**src/rtl/icache_pkg.sv**
```systemverilog
// Shared widths, address field positions and FSM states for the instruction cache.
package icache_pkg;

    localparam int WORD_W         = 32;
    localparam int LINE_W         = 128;
    localparam int WORDS_PER_LINE = LINE_W / WORD_W;
    localparam int OFFSET_LSB     = 2;
    localparam int OFFSET_W       = 2;
    localparam int INDEX_LSB      = OFFSET_LSB + OFFSET_W;
    localparam int DEF_NUM_LINES  = 8;

    typedef enum logic [1:0] {
        IDLE,
        MEM_READ,
        UPDATE
    } icache_state_t;

    function automatic int index_w(input int num_lines);
        return $clog2(num_lines);
    endfunction

    function automatic int tag_lsb(input int num_lines);
        return INDEX_LSB + index_w(num_lines);
    endfunction

endpackage

```
**src/rtl/icache_array.sv**
```systemverilog
// Valid/tag/data storage for the direct-mapped instruction cache.
// Single write port, flush-all clear of the valid vector, combinational read.
module icache_array
    import icache_pkg::*;
#(
    parameter int NUM_LINES = DEF_NUM_LINES,
    parameter int IDX_W     = index_w(NUM_LINES),
    parameter int TAG_W     = 25
) (
    input  logic              i_clk,
    input  logic              i_reset,
    input  logic              i_flush_all,
    input  logic              i_wr_en,
    input  logic [IDX_W-1:0]  i_wr_index,
    input  logic [TAG_W-1:0]  i_wr_tag,
    input  logic [LINE_W-1:0] i_wr_block,
    input  logic [IDX_W-1:0]  i_rd_index,
    output logic              o_rd_valid,
    output logic [TAG_W-1:0]  o_rd_tag,
    output logic [LINE_W-1:0] o_rd_block
);

    logic [NUM_LINES-1:0] r_valid;
    logic [TAG_W-1:0]     r_tag  [NUM_LINES];
    logic [LINE_W-1:0]    r_data [NUM_LINES];

    // A flush on the same edge as a fill wins: the new line must not survive.
    always_ff @(posedge i_clk) begin
        if (i_reset || i_flush_all) begin
            r_valid <= '0;
        end else if (i_wr_en) begin
            r_valid[i_wr_index] <= 1'b1;
        end
    end

    always_ff @(posedge i_clk) begin
        if (i_wr_en) begin
            r_tag[i_wr_index]  <= i_wr_tag;
            r_data[i_wr_index] <= i_wr_block;
        end
    end

    assign o_rd_valid = r_valid[i_rd_index];
    assign o_rd_tag   = r_tag[i_rd_index];
    assign o_rd_block = r_data[i_rd_index];

endmodule

```
**src/rtl/instruction_cache.sv**
```systemverilog
// Direct-mapped read-only instruction cache: fill FSM and word select.
// state    | meaning
// IDLE     | lookup; hit returns word combinationally, miss starts a fill
// MEM_READ | block request held until memory drops busywait
// UPDATE   | captured block written into the line, back to IDLE
module instruction_cache
    import icache_pkg::*;
#(
    parameter int NUM_LINES = DEF_NUM_LINES,
    parameter int ADDR_W    = 32
) (
    input  logic              CLK,
    input  logic              RESET,
    input  logic              read_en,
    input  logic [ADDR_W-1:0] address,
    input  logic              flush,
    output logic [WORD_W-1:0] instruction,
    output logic              busywait,
    output logic              mem_read,
    output logic [ADDR_W-5:0] mem_address,
    input  logic [LINE_W-1:0] mem_readdata,
    input  logic              mem_busywait
);

    localparam int IDX_W   = index_w(NUM_LINES);
    localparam int TAG_LSB = tag_lsb(NUM_LINES);
    localparam int TAG_W   = ADDR_W - TAG_LSB;

    icache_state_t     r_state;
    icache_state_t     w_next_state;
    logic              r_flush_pending;
    logic [LINE_W-1:0] r_fill_block;

    logic [IDX_W-1:0]    w_index;
    logic [TAG_W-1:0]    w_tag;
    logic [OFFSET_W-1:0] w_offset;
    logic                w_line_valid;
    logic [TAG_W-1:0]    w_line_tag;
    logic [LINE_W-1:0]   w_line_block;
    logic                w_hit;
    logic                w_capture;
    logic                w_wr_en;
    logic                w_flush_all;
    logic                w_unused;

    assign w_index  = address[TAG_LSB-1:INDEX_LSB];
    assign w_tag    = address[ADDR_W-1:TAG_LSB];
    assign w_offset = address[INDEX_LSB-1:OFFSET_LSB];
    assign w_unused = ^address[OFFSET_LSB-1:0];

    assign w_hit   = w_line_valid && (w_line_tag == w_tag);
    assign w_wr_en = (r_state == UPDATE) && !RESET;

    // A flush seen during a fill is deferred so it also clears the line being written.
    assign w_flush_all = ((r_state == IDLE) && flush) ||
                         ((r_state == UPDATE) && (r_flush_pending || flush));

    icache_array #(
        .NUM_LINES (NUM_LINES),
        .IDX_W     (IDX_W),
        .TAG_W     (TAG_W)
    ) u_array (
        .i_clk       (CLK),
        .i_reset     (RESET),
        .i_flush_all (w_flush_all),
        .i_wr_en     (w_wr_en),
        .i_wr_index  (w_index),
        .i_wr_tag    (w_tag),
        .i_wr_block  (r_fill_block),
        .i_rd_index  (w_index),
        .o_rd_valid  (w_line_valid),
        .o_rd_tag    (w_line_tag),
        .o_rd_block  (w_line_block)
    );

    always_ff @(posedge CLK) begin
        if (RESET) begin
            r_state         <= IDLE;
            r_flush_pending <= 1'b0;
        end else begin
            r_state <= w_next_state;
            if (r_state == UPDATE) begin
                r_flush_pending <= 1'b0;
            end else if (flush && (r_state != IDLE)) begin
                r_flush_pending <= 1'b1;
            end
        end
    end

    always_ff @(posedge CLK) begin
        if (w_capture) begin
            r_fill_block <= mem_readdata;
        end
    end

    // A flush alongside a request stalls one cycle; the lookup is redone against the cleared array.
    always_comb begin
        w_next_state = r_state;
        busywait     = 1'b0;
        w_capture    = 1'b0;
        case (r_state)
            IDLE: begin
                if (read_en) begin
                    busywait = flush || !w_hit;
                    if (!flush && !w_hit) begin
                        w_next_state = MEM_READ;
                    end
                end
            end
            MEM_READ: begin
                busywait = 1'b1;
                if (!mem_busywait) begin
                    w_capture    = 1'b1;
                    w_next_state = UPDATE;
                end
            end
            UPDATE: begin
                busywait     = 1'b1;
                w_next_state = IDLE;
            end
            default: begin
                w_next_state = IDLE;
            end
        endcase
    end

    assign mem_read    = (r_state == MEM_READ);
    assign mem_address = address[ADDR_W-1:INDEX_LSB];
    assign instruction = w_line_block[{w_offset, 5'b0} +: WORD_W];

endmodule
```
**config.mk**
```make
export PLATFORM = sky130hd
export DESIGN_NAME = instruction_cache
export DESIGN_NICKNAME = d
export VERILOG_FILES = /design/src/rtl/icache_pkg.sv /design/src/rtl/icache_array.sv /design/src/rtl/instruction_cache.sv
export SDC_FILE = /design/constraint.sdc
export NUM_CORES = 1
export LEC_CHECK = 0
export ABC_AREA = 1
export BUFFER_PORTS_ARGS = -buffer_cell sky130_fd_sc_hd__buf_4
export CORE_UTILIZATION = 60
export CTS_CLUSTER_DIAMETER = 150
export DETAILED_ROUTE_END_ITERATION = 7
export PLACE_DENSITY = 0.78
export SETUP_SLACK_MARGIN = 0.5
export SLEW_MARGIN = 0
export SYNTH_ARGS = -nofsm -noshare
export SYNTH_HDL_FRONTEND = slang
export SYNTH_SLANG_ARGS = --single-unit
```
**constraint.sdc**
```tcl
create_clock -name CLK -period 14.7 [get_ports CLK]
set_clock_uncertainty 0.05 [all_clocks]
set_input_delay 1.47 -clock CLK [delete_from_list [all_inputs] [get_ports CLK]]
set_output_delay 1.47 -clock CLK [all_outputs]
set_load 0.02 [all_outputs]
```
[After elaboration in Yosys (flattened, before gate mapping)]
Memory sizes are Yosys's and may differ from the RTL's.
Cells that the tools add are included.
W data, S select, Z words.
Cells by class
  add/subtract/negate cells: 0
  $mul: 0
  divide/modulo/power cells: 0
  $lt $le $gt $ge: 2
  equal/unequal tests: 6
  shifts and indexed selects: 1
  muxes and demuxes: 14
  bitwise operators: 1
  reduce and logical (&&, ||, !) cells: 19
Operator list (count)
  $shiftx A128 B8 Y32: 1
  $eq A25 B25 Y1: 1
  $or A8 B8 Y8: 1
  $logic_and A1 B1 Y1: 7
  $mux W1: 7
  $mux W2: 3
  $logic_or A1 B1 Y1: 4
  $lt A3 B4 Y1 const B: 1
  $ne A2 B2 Y1 const B: 2
  $pmux W2 S2: 1
  $reduce_or A2 Y1: 2
  $bmux W1 S3: 1
  $demux W1 S3: 1
  $ge A3 B1 Y1 const B: 1
  $logic_not A1 Y1: 3
  $reduce_and A3 Y1: 1
  $eq A2 B1 Y1 const B: 1
  $eq A2 B2 Y1 const B: 1
  $logic_not A2 Y1: 1
  $ne A2 B1 Y1 const B: 1
  $pmux W1 S2: 1
  $reduce_bool A2 Y1: 1
Word-level totals
  register bits after elaboration: 139
  bits in latches: 0
  memory bits (writable): 1224
  memory bits (read-only): 0
  bits of input ports: 165
  output and inout port bits: 62
  word-level logic and storage cells: 49
  memories: 2
Memory list
  u_array.r_data: words 8, width 128, read ports 1, clocked after memory_dff 0, wr ports 1, line icache_array.sv:25  | logic [LINE_W-1:0] r_data [NUM_LINES];
  u_array.r_tag: words 8, width 25, read ports 1, clocked after memory_dff 0, wr ports 1, line icache_array.sv:24  | logic [TAG_W-1:0] r_tag [NUM_LINES];

[Depth between registers and ports, before layout]
  depth in word-level cells: 8
  gate-level depth with buffers: 20
  gate-level depth less buffers: 19

[Cells and area by module]
A second synthesis with hierarchy kept.
Unflattened totals
  cell total of the unflattened synthesis: 5837
  area, all modules: 59158.0 µm²
Modules (own cells, without submodules)
  icache_array: times used 1, cells an instance 5360, area an instance 53573.9 µm², sequential area each 36915.4 µm²
  instruction_cache: times used 1, cells an instance 477, area an instance 5584.1 µm², sequential area each 3903.7 µm²

[Least setup slack after synthesis]
No wires, ideal clock.
  path kind: input-to-reg
  start point: in address[6]
  end point: mem u_array.r_data[2][0], enable pin
  setup time: 856 ps
  arrival: 12425 ps
  required time: 13794 ps
  slack: 1370 ps
  cell stages on the path: 5
  buffers on the path: 2
  cells stage by stage: buf_2 > inv_2 > nand2_1 > buf_2 > nor3_1
RTL lines
  from (decl): line instruction_cache.sv:15  | input logic [ADDR_W-1:0] address,
  to (decl): line icache_array.sv:25
No word-level cell before the write port.

[Worst setup path in the final report]
  start point: in address[4]
  end point: out instruction[20]
On the way
  longest elaborated chain between the ends: 2
RTL lines
  $mem_v2 Z8 W128
  $shiftx A128 B8 Y32: line instruction_cache.sv:129  | assign instruction = w_line_block[{w_offset, 5'b0} +: WORD_W];
  to (decl): line instruction_cache.sv:17  | output logic [WORD_W-1:0] instruction,
Every way passes these cells.

==> metrics.txt <==
pin count of the biggest net entering global routing 132; Synth Flop Type edfxtp_1; # IOs 227; Leakage 19.89 nW; NetSw 1.718 mW; CTS resizes 0; max frequency 0.1287 GHz; Worst-Skew Late Latency 0.72 ns; pwr dens 141.5 mW/mm^2; Filler cells 5071; WL per Instance 25.25 um; Mapped Area 0.05079 mm^2; Layout area overhead 13.98%; first-pass GRT wire length 175.8 mm; Worst setup SP type input port; Async SR Flop Fraction 0; drt first pass iters 8; Sw Share 0.2097; max_cap viols 0; CTS Root Cell clkbuf_16; total core area 0.08369 mm^2; Post-Synthesis Cells 3299; H-tree lvl count 4; CTS buffer count 134; RSZ-0062 raised after global routing false; Clk pwr share 0.416; final setup vio count 0; Post-DRT Antenna Nets 0; die area 0.08582 mm^2; Max Slew Vio Count 0; via count 29700; share of layout cells above drive strength 1 0.1383; count of input and output buffers 224; die height 293.0 um; worst-margin pin slew 1.068 ns; WHS 0.4294 ns; starting density of the core 0.6069; status complete, no violations; Total GRT Usage 0.2790; final hold viol count 0; area occupied by multi-input gates 0.008384 mm^2; 1st-iter DRT viols 3708; # rows 106; Req. time, crit path 13.18 ns; crit path capture type primary output; Max Root-Sink Buffers 3; FF+latch area 0.04082 mm^2; Max Fanout on Critical Path 59; number of synthesized flops with an enable pin 1352; Post-CTS Hold Buffers 0; chip width 293.0 um; diode count 0; post-synthesis sequential area ratio 0.8037; part of the power in combinational logic 0.046; initial antenna violation count 3; Tcrit/Tclk final 0.5287; synthesized flop and latch total 1363; final critical-path required period 7.772 ns; post-route setup TNS 0 ns; Post-Route WL 120.1 mm; Critical Path AT 6.25 ns; vias in the first global route 29120; Ys Warns 0; RD Place Congestion 0.7677; Post-Syn Nets 3468; Slew HR 0.2877; postcts setup bufs 0; Sink Count 1363; syn avg cell area 15.40 um^2; Worst VDD drop 0.0001291 V; clock-pin slew of the registers on the worst-case setup and hold paths 0.06 ns; CTS tree yes; total power 8.191 mW; post-synth cell types 37; vias per std cell 6.245; Hold WC Path Type reg2reg; cell-internal power 6.473 mW; NumNets Final 3684; WS Path Type in2out; share of total power in sequential cells 0.537; # DRC 0; DP Wirelength 59.21 mm; total congestion overflow 0
Yosys cell counts (all sizes together) (4+ instances only):
| library cell | count | share of area |
|---|---|---|
| ha | 4 | 0.00099 |
| o31ai | 4 | 0.00059 |
| a22oi | 85 | 0.013 |
| nand3 | 111 | 0.011 |
| edfxtp | 1352 | 0.80 |
| nor3 | 8 | 0.00079 |
| or2 | 14 | 0.0017 |
| a221oi | 119 | 0.021 |
| o21ai | 43 | 0.0042 |
| dfxtp | 11 | 0.0043 |
| a22o | 102 | 0.018 |
| clkbuf | 62 | 0.0046 |
| nor2 | 140 | 0.011 |
| nand4 | 95 | 0.012 |
| buf | 125 | 0.013 |
| nand3b | 7 | 0.0010 |
| o221ai | 6 | 0.0010 |
| a32o | 5 | 0.00099 |
| o2bb2ai | 7 | 0.0012 |
| a211oi | 13 | 0.0019 |
| a21oi | 51 | 0.0050 |
| and3 | 6 | 0.00074 |
| o21bai | 7 | 0.0010 |
| inv | 206 | 0.015 |
| nand2 | 653 | 0.048 |
| o211ai | 56 | 0.0083 |
routing by layer:
metal	track usage	wire length, um	vias up
met1	0.3808	44830	14580
met5	0	9	-
li1	-	-	12840
met2	0.4547	58430	1988
met3	0.04750	13060	290
met4	0.1071	3783	2
registers in the layout (all words and copies together), names as in the netlist:
name,cells
u_array.r_tag,200
r_fill_block,128
r_state,2
u_array.r_data,1024
u_array.r_valid,8
r_flush_pending,1
through the flow:
step	cell area, um^2	utilization	std cells	setup WS (ns)
floorplan	50790	-	3299	1.370
global placement	53480	0.6390	4513	7.039
detailed placement	53480	0.6390	4513	7.069
CTS	57890	0.6917	4756	7.077
global route	57890	0.6917	4756	6.879
finish	57890	0.6917	4756	6.928
final timing paths:
check,slack (ns),startpoint,endpoint,depth (start not counted)
setup / recovery,6.93,address[4],instruction[20],10
hold / removal,0.43,u_array.r_valid[2]$_SDFFE_PP0P_,u_array.r_valid[2]$_SDFFE_PP0P_,2
setup reg to reg,10.78,r_state[0]$_SDFFE_PP0P_,u_array.r_data[5][98]$_DFFE_PP_,9
hold reg to reg,0.43,u_array.r_valid[2]$_SDFFE_PP0P_,u_array.r_valid[2]$_SDFFE_PP0P_,2
layout by cell type, fill, tap and decap left out, types with 4 or more instances in the layout:
| master | netlist | layout |
|---|---|---|
| edfxtp_1 | 1352 | 1352 |
| nand2_1 | 651 | 651 |
| buf_4 | 28 | 261 |
| inv_1 | 200 | 198 |
| clkbuf_16 | 0 | 139 |
| nor2_1 | 134 | 123 |
| a221oi_1 | 119 | 119 |
| nand3_1 | 111 | 111 |
| a22o_1 | 102 | 102 |
| nand4_1 | 95 | 95 |
| a22oi_1 | 85 | 85 |
| o211ai_1 | 56 | 56 |
| a21oi_1 | 51 | 51 |
| clkbuf_1 | 62 | 26 |
| clkinv_1 | 0 | 25 |
| o21ai_0 | 24 | 24 |
| clkinv_2 | 0 | 21 |
| o21ai_1 | 19 | 19 |
| bufinv_16 | 0 | 15 |
| nor2_4 | 1 | 14 |
| or2_2 | 14 | 14 |
| a211oi_1 | 13 | 13 |
| dfxtp_1 | 11 | 11 |
| o2bb2ai_1 | 7 | 7 |
| nand3b_1 | 7 | 7 |
| o21bai_1 | 7 | 7 |
| nor3_1 | 8 | 7 |
| inv_2 | 6 | 6 |
| and3_1 | 6 | 6 |
| o221ai_1 | 6 | 6 |
| inv_6 | 0 | 6 |
| buf_12 | 0 | 6 |
| a32o_1 | 5 | 5 |
| clkinvlp_4 | 0 | 5 |
| o31ai_1 | 4 | 4 |
| ha_1 | 4 | 4 |
logic make-up after synthesis:
family	after synthesis	synth area share
AND/OR/NAND/NOR	1035	0.08617
AO/OA/AOI/OAI	504	0.07600
adder cells (fa/ha/maj)	4	0.0009854
buffers and inverters	393	0.03318
flip-flops	1363	0.8037
power by group through the flow:
stage / combinational (mW) / clock, mW / sequential [mW]
after floorplan: 0.206 / 0 / 4.47
after global placement: 0.369 / 0 / 4.48
after detailed placement: 0.375 / 0 / 4.48
after CTS: 0.379 / 3.43 / 4.40
after global routing: 0.406 / 3.58 / 4.41
final: 0.380 / 3.41 / 4.40
area by class of cell:
cell class,instances,area share
Clock buffer,166,0.06201
Clock inverter,77,0.01416
Inverter,206,0.01344
Multi-Input combinational cell,1543,0.1448
Sequential cell,1363,0.7051
Tap cell,1134,0.02451
Timing Repair Buffer,267,0.03592
critical path, cell delays in order:
cell and delay, ns:
buf_4 0.23, inv_2 0.57, nand2_2 0.69, inv_4 0.93, buf_4 0.82, a221oi_1 0.22
nand3_1 0.20, o21ai_0 0.12, o21ai_0 0.61, buf_4 0.26
Power figures use the tool's default switching activity.
